## src/rtl/prbs_lock_checker_pkg.sv

```systemverilog
// Shared PRBS definitions for the lock checker and the matching parallel generator.
// LFSR state convention: bit k holds the serial bit received k+1 steps ago.
package prbs_pkg;

  typedef enum logic {
    HUNT   = 1'b0,
    LOCKED = 1'b1
  } lock_state_e;

  localparam int unsigned LFSR_MAX_W = 31;

  typedef struct packed {
    logic                  nbit;
    logic [LFSR_MAX_W-1:0] state;
  } prbs_step_t;

  // One serial step of b[n] = b[n-poly1] ^ b[n-poly2]; the new bit enters at bit 0.
  function automatic prbs_step_t prbs_step(input logic [LFSR_MAX_W-1:0] state,
                                           input int unsigned           poly1,
                                           input int unsigned           poly2);
    prbs_step_t            r;
    logic [LFSR_MAX_W-1:0] mask;
    logic [4:0]            idx1;
    logic [4:0]            idx2;
    idx1    = 5'(poly1 - 1);
    idx2    = 5'(poly2 - 1);
    mask    = {LFSR_MAX_W{1'b1}} >> (LFSR_MAX_W - poly2);
    r.nbit  = state[idx1] ^ state[idx2];
    r.state = ((state << 1) | LFSR_MAX_W'(r.nbit)) & mask;
    return r;
  endfunction

  function automatic logic [5:0] popcount(input logic [31:0] v);
    logic [5:0] cnt;
    cnt = '0;
    for (int i = 0; i < 32; i++) begin
      cnt = cnt + 6'(v[i]);
    end
    return cnt;
  endfunction

endpackage

```

## src/rtl/prbs_lock_checker_lfsr_par.sv

```systemverilog
// NBITS-step parallel Fibonacci LFSR with load; bits_o is the next word, bit 0 oldest.
module prbs_lfsr_par
  import prbs_pkg::*;
#(
  parameter int unsigned NBITS = 2,
  parameter int unsigned POLY1 = 6,
  parameter int unsigned POLY2 = 7
) (
  input  logic             clk,
  input  logic             rst_ni,
  input  logic             adv_i,
  input  logic             load_i,
  input  logic [POLY2-1:0] load_val_i,
  output logic [NBITS-1:0] bits_o
);

  logic [POLY2-1:0]      state_q;
  logic [POLY2-1:0]      state_d;
  logic [LFSR_MAX_W-1:0] walk;
  prbs_step_t            st;

  always_comb begin
    walk   = LFSR_MAX_W'(state_q);
    bits_o = '0;
    st     = '0;
    for (int i = 0; i < int'(NBITS); i++) begin
      st        = prbs_step(walk, POLY1, POLY2);
      bits_o[i] = st.nbit;
      walk      = st.state;
    end
    state_d = walk[POLY2-1:0];
  end

  always_ff @(posedge clk or negedge rst_ni) begin
    if (!rst_ni) begin
      state_q <= '0;
    end else if (load_i) begin
      state_q <= load_val_i;
    end else if (adv_i) begin
      state_q <= state_d;
    end
  end

endmodule

```

## config.mk

```make
export PLATFORM = sky130hd
export DESIGN_NAME = prbs_lfsr_par
export DESIGN_NICKNAME = d
export VERILOG_FILES = /design/src/rtl/prbs_lock_checker_pkg.sv /design/src/rtl/prbs_lock_checker_lfsr_par.sv
export SDC_FILE = /design/constraint.sdc
export NUM_CORES = 1
export LEC_CHECK = 0
export ABC_AREA = 1
export BUFFER_PORTS_ARGS = -buffer_cell sky130_fd_sc_hd__buf_2
export CAP_MARGIN = 10
export CORE_AREA = 10 10 47 49
export CTS_CLUSTER_DIAMETER = 200
export DETAILED_ROUTE_END_ITERATION = 8
export DIE_AREA = 0 0 57 59
export HOLD_SLACK_MARGIN = 0.03
export PLACE_DENSITY = 0.58
export SKIP_LAST_GASP = 1
export SLEW_MARGIN = 20
export SYNTH_ARGS = -nofsm -noshare
export SYNTH_HDL_FRONTEND = slang
export SYNTH_SLANG_ARGS = --single-unit
```

## constraint.sdc

```tcl
create_clock -name clk -period 1 [get_ports clk]
set_input_delay 0.15 -clock clk [delete_from_list [all_inputs] [get_ports clk]]
set_output_delay 0.15 -clock clk [all_outputs]
set_load 0.02 [all_outputs]
```

# Word-level counts from Yosys, hierarchy flattened
# Cells that the tools add are included.
[op_classes]
bitwise_logic = 4
muxes = 2
reduce_logical = 1
[ops]
columns = ["operator", "n"]
rows = [
  ["7-bit two-way mux", 2],
  ["7-bit by 1-bit bitwise OR with 7-bit output", 2],
  ["2-bit nonzero test", 1],
  ["1-bit bitwise XOR", 2],
]
[totals]
elab_cells = 8
out_inout_bits = 2
reg_bits = 7
inputBits = 11

# Logic depth before layout (Yosys ltp)
[depth]
depth_word = 6
depth_mapped = 5
mapped_depth_nobuf = 4

# Worst setup path after synthesis
# OpenSTA, ideal clock, no wires.
[synth_timing]
path_kind = "register to output"
startpoint = "register state_q[5]"
endpoint = "output port bits_o[0]"
slack_ns = 0.081
stages_incl_launch_ff = 5
arrival_ns = 0.769
n_path_buf = 1
required_time_ns = 0.850
path_cell_list = "dfrtp_1 -> inv_1 -> nand2_1 -> and2_1 -> buf_4"
[synth_between]
elab_chain_cells = 1
[synth_rtl]
columns = ["item", "line", "source"]
rows = [
  ["from (decl)", "prbs_lock_checker_lfsr_par.sv:17", "logic [POLY2-1:0] state_q;"],
  ["from (signal assigned)", "prbs_lock_checker_lfsr_par.sv:38", "state_q <= load_val_i;"],
  ["from (signal assigned)", "prbs_lock_checker_lfsr_par.sv:40", "state_q <= state_d;"],
  ["1-bit bitwise XOR", "prbs_lock_checker_pkg.sv:28", "r.nbit = state[idx1] ^ state[idx2];"],
  ["to (decl)", "prbs_lock_checker_lfsr_par.sv:14", "output logic [NBITS-1:0] bits_o"],
]
# No other way between the ends.

# Worst setup path after layout
[layout_timing]
startpoint = "register state_q[5]"
endpoint = "output port bits_o[1]"
[layout_between]
elab_chain_cells = 2
[layout_rtl]
columns = ["item", "line", "source"]
rows = [
  ["7-bit by 1-bit bitwise OR with 7-bit output", "prbs_lock_checker_pkg.sv:29", "r.state = ((state << 1) | LFSR_MAX_W'(r.nbit)) & mask;"],
  ["1-bit bitwise XOR", "prbs_lock_checker_pkg.sv:28", ""],
]
# No other way between the ends.

==> impl_metrics.toml <==
[sta]
clock_skew_ns = 0.00346
fin_crit_ns = 1.19
fmax_ghz = 0.837
finalSetupViolCount = 2
setup-tns-final_ns = -0.386
hold_slack_ns = 0.107
rsz0062_at_grt = "yes"
drv_slew = 0
hold_viol = 0
maxSlewHeadroom_pct = 80.9
worst_slack_ns = -0.194
tightest_slew_ns = 0.286
min_period_over_period_pct = 119

[pwr]
finalPower_uw = 796
p_int_uw = 573
p_per_area_nw_per_um2 = 1500
pwr-share-seq_pct = 42.0
p_sw_share_pct = 28.1
clkPwrFrac_pct = 33.1
p_sw_uw = 223
p_leak_uw = 0.000296
comb_power_share_pct = 24.9
ir_drop_v = 0.000513

[cts]
max-clock-path-buffers = 2
cts-root-buf = "clkbuf_4"
cts_sinks = 7
htree_num_levels = 1
insertion_delay_ns = 0.25
cts.clk_slew.worst_paths_ns = 0.05
cts_made_buffers = 3
cts_tree = "yes"

[outcome]
status = "finished with violations"
violations = "negative setup slack"

[global_routing]
grt.total_usage_pct = 6.29
antenna_found_initial = 0
grt_max_degree = 8
grt.overflow.total = 0
grt_pass1_vias = 412
grt_pass1_wl_mm = 1.68

[placement]
gp_congestion = 0.729
port_buffers = 12
dp_hpwl_um = 689
placed_cells = 78

[yosys]
synth.area.mux_share_pct = 0
synth_top_family_by_area = "simple AND/OR/NAND/NOR gates"
synth_fa_ha_area_share_pct = 0
yosysWarnings = 0
synth.distinct_cells = 9
avgSynthCellArea_um2 = 7.31
synth_nets = 63
yosys.area_share.simple_pct = 38.5
synth_xor_area_share_pct = 0
synth_seq_cells = 7
synth_top_area_share_pct = 46.1
synth_area_um2 = 380
yosysSeqAreaShare_pct = 46.1
synth_compound_area_share_pct = 2.63
syn_inst = 52
yosys-top-cells-area = "dfrtp_1 46%, nand2_1 23%, nand3_1 9.2%, inv_1 5.9%, buf_4 3.9%"
yosys.area.top_type = "dfrtp_1"

[finish]
final_common_cell = "nand2_1"
diodes = 0
final_cell_mix = "21 x nand2_1, 10 x buf_2, 7 x nand3_1, 7 x dfrtp_1"
stdcell_count = 87
area_delta_synth_final_pct = 39.5
fin_nets = 83
largest_reg_flops = 7
largestRegisters = "state_q (7)"
max_flop_register = "state_q"
utilization_pct = 37.9
drive_above_1_share_pct = 38.0

[routing]
avgViaCountPerCell = 4.23
firstDrtPassIters = 4
route.detailed.drc = 0
drtIter0Drc = 9
drt_wl_total_um = 899
postRouteAntennaNets = 0
routedWlPerCell_um = 10.3
via_count = 368

[min_path]
hp-class = "in -> reg"
holdPathStages = 3

[worst_setup_path]
cp_max_fo = 4
cp_data_required_time_ns = 0.85
startpoint_type = "flop"
reg2reg_depth = 5
arrival_ns = 1.04
criticalPathCategory = "reg -> out"
setup.worst_path.end_class = "primary output"

[job]
drv_cap = 0

[die]
die_h_um = 59
ios = 13
initial_utilization_pct = 27.1
core_area_um2 = 1400
dieArea_um2 = 3360
num_rows = 14
fp.dieW_um = 57
==> power groups by stage <==
stage	logic, µW	registers, µW	clock network [µW]
finish	199	334	264
global route	226	338	292
CTS	183	335	277
detailed placement	137	340	0
global placement	136	338	0
floorplan	107	334	0
==> synth_stat cells <==
master / count
nand3_1: 7
dfrtp_1: 7
and2_1: 2
inv_1: 6
a21oi_1: 2
buf_4: 2
nand2_1: 23
buf_6: 1
nor2_2: 2
==> through the flow <==
stage	area, µm²	setup slack [ns]
final	531	-0.194
after floorplan	380	0.0811
after CTS	510	-0.204
after global routing	531	-0.238
after detailed placement	442	0.0486
after global placement	442	0.0563
==> logic make-up (layout without fill, tap and decap cells) <==
group,after synthesis,count (layout)
simple gates,34,34
compound gates,2,2
buf+inv,9,28
flops,7,7
==> path summary, 6_finish.rpt <==
check                           slack (ns)    endpoint     startpoint
worst max register to register        0.10  state_q[1]     state_q[5]
worst max-delay path                 -0.19   bits_o[1]     state_q[5]
worst min-delay path                  0.11  state_q[3]  load_val_i[3]
worst min register to register        0.48  state_q[0]     state_q[0]
min in group asynchronous             0.25  state_q[3]         rst_ni
max in group asynchronous             0.59  state_q[2]         rst_ni
==> critical path, stage by stage (launching register included) <==
cell and delay, ns:
dfrtp_1 0.41, inv_2 0.08, nand2_2 0.05, and2_4 0.13, buf_6 0.12
==> layout make-up <==
type                            count  area, µm²
Clock buffer                        4       26.3
Fill cell                         161        871
Inverter                            6       22.5
Multi-Input combinational cell     36        166
Sequential cell                     7        175
Tap cell                           16       20.0
Timing Repair Buffer               18        120
==> per-layer routing <==
| layer | part of all wire, % | vias to the layer above | track usage (%) |
|---|---|---|---|
| met2 | 38 | 14 | 8.37 |
| met1 | 51 | 157 | 7.80 |
| li1 | - | 194 | - |
| met4 | 2.7 | 0 | 5.03 |
| met3 | 7.6 | 3 | 2.36 |
| met5 | 0 | - | 0 |
==> repair_timing <==
action | in CTS | in global routing
pin swaps | 1 | 0
gates resized for setup | 6 | 3
hold buffers | 1 | 0
setup endpoints to repair | 2 | 2
buffers inserted | 2 | 2
endpoints found under the hold margin | 7 | 0
(Power assumes the default switching activity.)
